--- config.mk ---
export PLATFORM = sky130hd
export DESIGN_NAME = modarith_sequencer
export DESIGN_NICKNAME = d
export VERILOG_FILES = /design/src/rtl/modarith_pkg.sv /design/src/rtl/modarith_seq_watchdog.sv /design/src/rtl/modarith_sequencer.sv
export SDC_FILE = /design/constraint.sdc
export NUM_CORES = 1
export LEC_CHECK = 0
export BUFFER_PORTS_ARGS = -buffer_cell sky130_fd_sc_hd__buf_2
export CAP_MARGIN = 20
export CORE_MARGIN = 2
export CORE_UTILIZATION = 50
export DETAILED_ROUTE_END_ITERATION = 16
export GPL_TIMING_DRIVEN = 1
export PLACE_DENSITY = 0.78
export SYNTH_ARGS = -nofsm -noshare
export SYNTH_HDL_FRONTEND = slang
export SYNTH_HIERARCHICAL = 1
export SYNTH_SLANG_ARGS = --single-unit
--- constraint.sdc ---
create_clock -name clk -period 1.95 [get_ports clk]
set_input_delay 0.195 -clock clk [delete_from_list [all_inputs] [get_ports clk]]
set_output_delay 0.195 -clock clk [all_outputs]
set_load 0.01 [all_outputs]
--- src/rtl/modarith_pkg.sv ---
// modarith_pkg: opcodes, sequencer states and helpers shared by the modular-arithmetic sequencer
package modarith_pkg;

  typedef enum logic [2:0] {
    OP_ADD     = 3'b000,
    OP_SUB     = 3'b001,
    OP_MOD     = 3'b010,
    OP_RSET    = 3'b011,
    OP_MULT    = 3'b100,
    OP_EXP     = 3'b101,
    OP_ILLEGAL = 3'b110
  } op_e;

  localparam logic [2:0] OP_RSETUP = 3'b011;

  typedef enum logic [2:0] {
    S_IDLE,
    S_RS_START,
    S_RS_WAIT,
    S_OP_START,
    S_OP_WAIT,
    S_RESP
  } state_e;

  function automatic logic is_montgomery(input logic [2:0] op);
    return (op == OP_MULT) || (op == OP_EXP);
  endfunction

endpackage

--- src/rtl/modarith_seq_watchdog.sv ---
// modarith_seq_watchdog: counts wait cycles of one accelerator pass and flags when LIMIT is reached
module modarith_seq_watchdog #(
  parameter int unsigned LIMIT = 1023
) (
  input  logic clk,
  input  logic rst_n,
  input  logic i_clear,
  input  logic i_run,
  output logic o_expired
);
  localparam int W = $clog2(LIMIT + 1);

  logic [W-1:0] r_cnt;

  // expired is raised in the LIMIT-th consecutive wait cycle
  assign o_expired = i_run && (r_cnt == W'(LIMIT - 1));

  // wait-cycle counter, restarted by every start state
  always_ff @(posedge clk or negedge rst_n)
    if (!rst_n) r_cnt <= '0;
    else if (i_clear) r_cnt <= '0;
    else if (i_run && !o_expired) r_cnt <= r_cnt + W'(1);

endmodule

--- src/rtl/modarith_sequencer.sv ---
// modarith_sequencer: command/response front end for the modular-arithmetic accelerator with automatic R setup
// Optional watchdog on accelerator passes: define MODARITH_SEQ_TIMEOUT_EN.
module modarith_sequencer
  import modarith_pkg::*;
#(
  parameter int unsigned DATA_WIDTH     = 8,
  parameter int unsigned TIMEOUT_CYCLES = 1023
) (
  input  logic                  clk,
  input  logic                  rst_n,
  input  logic                  cmd_valid,
  output logic                  cmd_ready,
  input  logic [2:0]            cmd_op,
  input  logic [DATA_WIDTH-1:0] cmd_a,
  input  logic [DATA_WIDTH-1:0] cmd_b,
  input  logic [DATA_WIDTH-1:0] cmd_mod,
  output logic                  rsp_valid,
  input  logic                  rsp_ready,
  output logic [DATA_WIDTH-1:0] rsp_result,
  output logic                  rsp_error,
  output logic [DATA_WIDTH-1:0] acc_a,
  output logic [DATA_WIDTH-1:0] acc_b,
  output logic [DATA_WIDTH-1:0] acc_mod,
  output logic [2:0]            acc_control,
  output logic                  acc_start,
  input  logic [DATA_WIDTH-1:0] acc_result,
  input  logic                  acc_finished
);

  if (TIMEOUT_CYCLES < 2) begin : g_bad_timeout
    $error("TIMEOUT_CYCLES must be at least 2");
  end

  state_e                r_state;
  logic [2:0]            r_op;
  logic                  r_first;
  logic                  r_valid;
  logic [DATA_WIDTH-1:0] r_mod;
  logic                  w_err;
  logic                  w_need_rs;
  logic                  w_timeout;

  assign cmd_ready = r_state == S_IDLE;
  assign rsp_valid = r_state == S_RESP;
  assign w_err = (cmd_op[2:1] == 2'b11) || (cmd_mod == '0) || (is_montgomery(cmd_op) && !cmd_mod[0]);
  assign w_need_rs = (cmd_op == OP_RSETUP) || (is_montgomery(cmd_op) && (!r_valid || r_mod != cmd_mod));

`ifdef MODARITH_SEQ_TIMEOUT_EN
  modarith_seq_watchdog #(.LIMIT(TIMEOUT_CYCLES)) u_watchdog (
    .clk      (clk),
    .rst_n    (rst_n),
    .i_clear  (r_state == S_RS_START || r_state == S_OP_START),
    .i_run    (r_state == S_RS_WAIT || r_state == S_OP_WAIT),
    .o_expired(w_timeout)
  );
`else
  assign w_timeout = 1'b0;
`endif

  // command sequencing: accept, optional R-setup pass, user pass, held response
  always_ff @(posedge clk or negedge rst_n)
    if (!rst_n) begin
      r_state     <= S_IDLE;
      r_op        <= '0;
      r_first     <= 1'b0;
      r_valid     <= 1'b0;
      r_mod       <= '0;
      rsp_result  <= '0;
      rsp_error   <= 1'b0;
      acc_a       <= '0;
      acc_b       <= '0;
      acc_mod     <= '0;
      acc_control <= '0;
      acc_start   <= 1'b0;
    end else begin
      acc_start <= 1'b0;
      case (r_state)
        S_IDLE: if (cmd_valid) begin
          acc_a       <= cmd_a;
          acc_b       <= cmd_b;
          acc_mod     <= cmd_mod;
          acc_control <= w_need_rs ? OP_RSETUP : cmd_op;
          r_op        <= cmd_op;
          rsp_error   <= w_err;
          rsp_result  <= '0;
          acc_start   <= !w_err;
          r_state     <= w_err ? S_RESP : (w_need_rs ? S_RS_START : S_OP_START);
        end
        S_RS_START: begin
          r_first <= 1'b1;
          r_state <= S_RS_WAIT;
        end
        S_RS_WAIT: if (r_first) r_first <= 1'b0;
        else if (acc_finished) begin
          r_valid <= 1'b1;
          r_mod   <= acc_mod;
          if (r_op == OP_RSETUP) begin
            rsp_result <= DATA_WIDTH'(1);
            r_state    <= S_RESP;
          end else begin
            acc_control <= r_op;
            acc_start   <= 1'b1;
            r_state     <= S_OP_START;
          end
        end else if (w_timeout) begin
          r_valid    <= 1'b0;
          rsp_result <= '0;
          rsp_error  <= 1'b1;
          r_state    <= S_RESP;
        end
        S_OP_START: begin
          r_first <= 1'b1;
          r_state <= S_OP_WAIT;
        end
        S_OP_WAIT: if (r_first) r_first <= 1'b0;
        else if (acc_finished) begin
          rsp_result <= acc_result;
          r_state    <= S_RESP;
        end else if (w_timeout) begin
          r_valid    <= 1'b0;
          rsp_result <= '0;
          rsp_error  <= 1'b1;
          r_state    <= S_RESP;
        end
        S_RESP: if (rsp_ready) r_state <= S_IDLE;
        default: r_state <= S_IDLE;
      endcase
    end

endmodule

==> results of run 1 <==
==> worst min path at each step <==
stage | to | cells past startpoint | start
global placement | acc_mod[0] | 1 | rst_n
finish | acc_a[6] | 2 | cmd_a[6]
detailed placement | acc_mod[3] | 1 | rst_n
CTS | acc_a[2] | 2 | cmd_a[2]
floorplan | acc_a[0] | 0 | rst_n
global route | acc_a[2] | 2 | cmd_a[2]
==> cell families (layout without fill, tap and decap cells) <==
family,after synthesis,after routing,synth area share [%]
compound gates,24,24,6.83
xor+xnor,8,8,2.92
buf+inv,20,107,3.86
flops,53,53,55.3
mux,38,38,17.4
simple gates,71,71,13.7
==> power breakdown <==
group          switching, W  leakage, nW  internal (W)  total [W]
clock              0.000340       0.0385      0.000255   0.000595
sequential         0.000372        0.651       0.00162    0.00199
combinational      0.000963        0.777       0.00101    0.00197
total               0.00168         1.47       0.00288    0.00456
==> flip-flops by register name, summed over array words and instances, names as in the netlist <==
signal and flops:
acc_a 8, acc_b 8, acc_control 3, acc_mod 8, acc_start 1, r_first 1
r_mod 8, r_op 3, r_state 3, r_valid 1, rsp_error 1, rsp_result 8
==> placed cells by master (no fill, tap or decap), types with 6 or more instances in the layout <==
cell / n
a21oi_1: 6
mux2i_1: 11
buf_4: 7
nand2b_1: 6
inv_1: 11
nand2_1: 46
mux2_2: 26
dfrtp_1: 53
buf_2: 78
xnor2_1: 8
==> critical path, cell delays in order (launching register included) <==
cell and delay [ns]:
dfrtp_1 0.46, buf_4 0.19, nor3_1 0.35, buf_2 0.21
==> cell type report <==
type / count / area (µm²)
clock buffers: 7 / 76.3
fillers: 384 / 1690
inverters: 12 / 45.0
repair buffers: 87 / 473
multi-input cells: 141 / 980
well taps: 54 / 67.6
flip-flops and latches: 53 / 1330
clock inverters: 1 / 7.51
==> routing by layer <==
metal	up-vias	share of wire (%)	GRT usage, %	wire (µm)
li1	891	-	-	-
met4	0	1.2	5.35	59
met2	54	49	30.9	2370
met3	7	5.8	5.08	281
met5	-	0	0	0
met1	871	44	25.5	2150
==> metrics by stage <==
step                      utilization [%]  cell area (µm²)  worst slack [ns]
after floorplan                         -             2400             0.324
after global placement               61.8             2880             0.360
after detailed placement             61.8             2880             0.292
after CTS                            63.8             2980             0.255
after global routing                 63.8             2980             0.156
final                                63.8             2980             0.248
==> summary.txt, run 1 <==
Synth
  – Commonest cells post-synth: 53 x dfrtp_1, 46 x nand2_1, 26 x mux2_2
  – Area contributors post-synth: dfrtp_1 55%, mux2_2 12%, nand2_1 7.2%
  – Cell variety after synth: 35
  – Predominant post-synthesis flop cell: dfrtp_1
  – Synth top area share: 55.3%
  – Most common cell in the netlist: dfrtp_1
  – Syn Inst Count: 214
  – Area leader, netlist: dfrtp_1
  – Yosys reg bits: 53
  – Syn Nets: approximately 250
  – Post-Syn Area: 2400 µm²
  – Sequential cell area fraction in the yosys report: 55.3%
  – FFs w/ async S/R, synth: 100%
  – Number of synthesized flops with an enable pin: 0
  – Post-Syn Area per Cell: approximately 11 µm²
  – Yosys warns: 6

Placement
  – Port Buffers: 78
  – Hpwl dp: between 3000 and 4000 µm
  – GPL Wtd Cong: just under 0.9
  – Placed Cells incl. Taps: roughly 350

Clock network
  – Post-CTS setup buffers: 0
  – Post-cts sizing count: 0
  – Root buf cell: clkbuf_8
  – Clock Tree Buf Depth: 2
  – Hold-fix buffers, CTS: 1
  – TritonCTS clock tree: yes
  – Reg clk slew, reported paths: 0.09 ns
  – Sinks on Clock Net: between 50 and 60
  – Clock Latency Late Sink: 0.30 ns
  – Num CTS Buffers: 5
  – H-tree levels: 2

Timing
  – Final Setup Violations: 0
  – Setup TNS: 0 ns
  – Fin Clk Skew: 0.00817 ns
  – Max Freq: a little under 600 MHz
  – Fin crit share: around 87%
  – Worst rel slew slack: 64.3%
  – Final Hold Fails: 0
  – Fin crit period: 1.70 ns
  – RSZ-0062 raised after global routing: no
  – Worst hold slack: 0.117 ns
  – Worst-Margin Slew: 0.535 ns
  – Max Slew Vio Count: 0

Drt
  – Via density: about 5
  – Iter 0 DRT Violations: between 100 and 150
  – Post-route ant nets: 0
  – Via Count: around 1800
  – DRC Markers: 0
  – Pre-antenna DRT Iters: 4
  – Final wirelength: just under 5000 µm
  – Routed WL per cell: between 10 and 15 µm

Worst setup path
  – Worst Setup EP: cmd_ready
  – Critical Path Source Type: register
  – CP arrival: about 1.5 ns
  – Max FO, Critical Path: 7
  – Critical R2R Launch: r_op[2]
  – Worst reg2reg setup slack: 0.29 ns
  – RR Endpoint: rsp_result[6]
  – WS Path Type: register to primary output
  – Setup crit start: r_state[2]
  – Critical Path Sink Type: primary output
  – FF-to-FF path depth: 6
  – CP required: between 1.5 and 2 ns

Power
  – Total power: between 0.004 and 0.005 W
  – P per Cell Area: around 1500 nW/µm²
  – P_leak: 1.47 nW
  – Maximum vdd ir drop: roughly 0.90 mV

Layout
  – Area Overhead vs Synth: 24.0%
  – Fraction of layout cells with a size suffix above 1: about two fifths
  – Diode count: 0
  – Nets@finish: 340
  – Post-Layout Cell Count: about 360

GRT
  – Grt ovf: 0
  – Vias in the first global route: ~1800
  – Initial antenna violation count: 0
  – Maximum number of pins on one net before global-route repair: 29
  – Global-route wire length before repair: a little under 8000 µm
  – Tot GR Track Use: 19.1%

Floorplanning
  – Core box area: roughly 4700 µm²
  – Initial Utilization: between 50% and 60%
  – Io pins: 79
  – DIE WIDTH: approximately 73 µm
  – FP Rows: 25
  – Die Ht: approximately 73 µm
  – Die footprint: 5370 µm²

Outcome
  – Status: finished clean

Run
  – MaxCap Viol Count: 0

Hold path
  – Worst hold path class: input port to register
No activity file was read; power rests on OpenSTA's default activity.
==> run 2: changes to the inputs <==
--- a/config.mk
+++ b/config.mk
@@ -5,13 +5,13 @@
 export SDC_FILE = /design/constraint.sdc
 export NUM_CORES = 1
 export LEC_CHECK = 0
-export BUFFER_PORTS_ARGS = -buffer_cell sky130_fd_sc_hd__buf_2
 export CAP_MARGIN = 20
 export CORE_MARGIN = 2
-export CORE_UTILIZATION = 50
+export CORE_UTILIZATION = 25
 export DETAILED_ROUTE_END_ITERATION = 16
+export DONT_BUFFER_PORTS = 1
 export GPL_TIMING_DRIVEN = 1
-export PLACE_DENSITY = 0.78
+export PLACE_DENSITY = 0.37
 export SYNTH_ARGS = -nofsm -noshare
 export SYNTH_HDL_FRONTEND = slang
 export SYNTH_HIERARCHICAL = 1
==> summary.txt, run 2 (synthesis gave the netlist of run 1 again) <==
Clock network
  – Sinks on Clock Net: 53 (unchanged)
  – Post-cts sizing count: 0 (unchanged)
  – Clock Tree Buf Depth: 2 (unchanged)
  – Reg clk slew, reported paths: 0.10 ns (about the same)
  – Post-CTS setup buffers: 0 (unchanged)
  – H-tree levels: 2 (unchanged)
  – Num CTS Buffers: 5 (unchanged)
  – TritonCTS clock tree: yes
  – Clock Latency Late Sink: 0.30 ns (about the same)
  – Root buf cell: clkbuf_8

Layout
  – Area Overhead vs Synth: 13.1%
  – Fraction of layout cells with a size suffix above 1: 21.1% (-20 points)
  – Final core occ: 29.2% (-35 points)
  – Diode count: 0 (unchanged)
  – Nets@finish: 263 (-23%)
  – Commonest non-fill, non-tap cell in the layout: dfrtp_1
  – Most frequent cells in the layout: 53 x dfrtp_1, 46 x nand2_1, 26 x mux2_2

Worst setup path
  – FF-to-FF path depth: 4 (-2)
  – CP arrival: 1.84 ns (+0.33 ns)
  – Critical Path Sink Type: register
  – Worst reg2reg setup slack: 0.30 ns (about the same)
  – WS Path Type: register to register
  – RR Endpoint: acc_a[3]
  – Critical Path Source Type: register
  – Max FO, Critical Path: 28 (+21)
  – CP required: 2.14 ns (+0.39 ns)
  – Critical R2R Launch: r_state[1]

Placement
  – Setup WS pre-CTS: 0.286 ns (-0.00605 ns)
  – GPL Wtd Cong: 0.773 (-13%)
  – Port Buffers: 0 (-100%)
  – Hpwl dp: 3870 µm (+4.7%)

Timing
  – Final WS setup: 0.299 ns (+0.0513 ns)
  – Setup TNS: 0 ns (unchanged)
  – RSZ-0062 raised after global routing: no
  – Fin Clk Skew: 0.0119 ns (+0.00378 ns)
  – Fin crit period: 1.65 ns (-0.0513 ns)
  – Max Freq: 606 MHz (+3.1%)
  – Fin crit share: 84.6% (-2.6 points)
  – Worst-Margin Slew: 0.499 ns (-0.0361 ns)
  – Final Hold Fails: 0 (unchanged)
  – Max Slew Vio Count: 0 (unchanged)
  – Worst rel slew slack: 66.7% (+2.4 points)
  – Final Setup Violations: 0 (unchanged)

Outcome
  – Status: finished clean

Hold path
  – Hold Path Stages: 2 (unchanged)
  – Hold EP: rsp_result[2]
  – Hold Crit Start: acc_result[2]
  – Worst hold path class: input port to register

Power
  – Reg power frac: 52.3% (+8.7 points)
  – Switching pwr: 0.00159 W (-4.9%)
  – Pint: 0.00266 W (-7.8%)
  – Total power: 0.00425 W (-6.7%)
  – P_leak: 1.16 nW (-21%)
  – Switching Fraction: 37.5% (+0.71 points)
  – Combinational share of power: 32.8% (-11 points)
  – Clock power share: 14.9% (+1.8 points)
  – Maximum vdd ir drop: 0.403 mV (-55%)
  – P per Cell Area: 1570 nW/µm² (+2.3%)

Floorplanning
  – DIE WIDTH: 102 µm (+39%)
  – FP Rows: 35 (+40%)
  – Core box area: 9280 µm² (+99%)
  – Die footprint: 10400 µm² (+94%)
  – Die Ht: 102 µm (+39%)
  – Io pins: 79 (unchanged)
  – Initial Utilization: 25.8% (-26 points)

Drt
  – Iter 0 DRT Violations: 45 (-65%)
  – Pre-antenna DRT Iters: 4 (unchanged)
  – Post-route ant nets: 0 (unchanged)
  – DRC Markers: 0 (unchanged)
  – Via density: 4.31 (-16%)
  – Final wirelength: 5360 µm (+10%)
  – Routed WL per cell: 15.2 µm (+11%)
  – Via Count: 1516 (-17%)

GRT
  – Vias in the first global route: 1629 (-7.8%)
  – Global-route wire length before repair: 8490 µm (+6.8%)
  – Initial antenna violation count: 0 (unchanged)
  – Tot GR Track Use: 10.7% (-8.4 points)
  – Maximum number of pins on one net before global-route repair: 54 (+86%)
  – Grt ovf: 0 (unchanged)

Run
  – MaxCap Viol Count: 0 (unchanged)
-- run 2: cell types whose count changed in the layout (fill, tap and decap cells not counted), sizes merged --
cell / previous run / this run
clkbuf: 7 / 6
buf: 86 / 9
-- run 2: per-layer routing --
metal	part of all wire [%]	global-route usage, %
met1	44	13.4
met2	50	18.0
met3	5.3	2.80
met4	1.2	3.38
met5	0	0
-- run 2: worst max path at each step --
stage	startpoint	endpoint	slack, ns	cells past startpoint
after global routing	r_state[1]	rsp_result[6]	0.16	5
after floorplan	r_op[2]	rsp_result[0]	0.32	5
after detailed placement	r_state[1]	acc_a[3]	0.29	4
after global placement	r_first	rsp_result[3]	0.31	6
after CTS	r_state[1]	acc_a[3]	0.28	4
final	r_state[1]	acc_a[3]	0.30	4
-- run 2: power groups by stage --
stage	logic, W	registers, W	clock network, W
final	0.00139	0.00222	0.000633
after global routing	0.00157	0.00231	0.000713
after CTS	0.00143	0.00225	0.000679
after detailed placement	0.00139	0.00227	0
after global placement	0.00137	0.00227	0
after floorplan	0.00119	0.00208	0
-- run 2: critical path, cell delays in order, from the launching register on --
cell and delay, ns:
dfrtp_1 0.53, nand2b_1 0.27, nor3_4 0.17, buf_12 0.22, mux2_2 0.36
-- run 2: repair_timing --
action,in CTS,in global routing
endpoints found under the setup margin,0,0
hold buffers,2,0
hold endpoints to repair,53,0
-- run 2: area by class of cell --
cell class,count,area [µm²]
Fill cell,1007,6570
Sequential cell,53,1330
Multi-Input combinational cell,141,980
Tap cell,129,161
Timing Repair Buffer,10,110
Clock buffer,6,82.6
Inverter,12,45.0
Clock inverter,1,7.51
-- run 2: per-stage QoR --
step	hold WS, ns	std cells	area [µm²]
finish	0.0138	352	2710
global route	0.0103	352	2710
CTS	0.00508	352	2710
detailed placement	-0.0995	343	2580
global placement	-0.0995	343	2580
floorplan	-0.101	214	2400
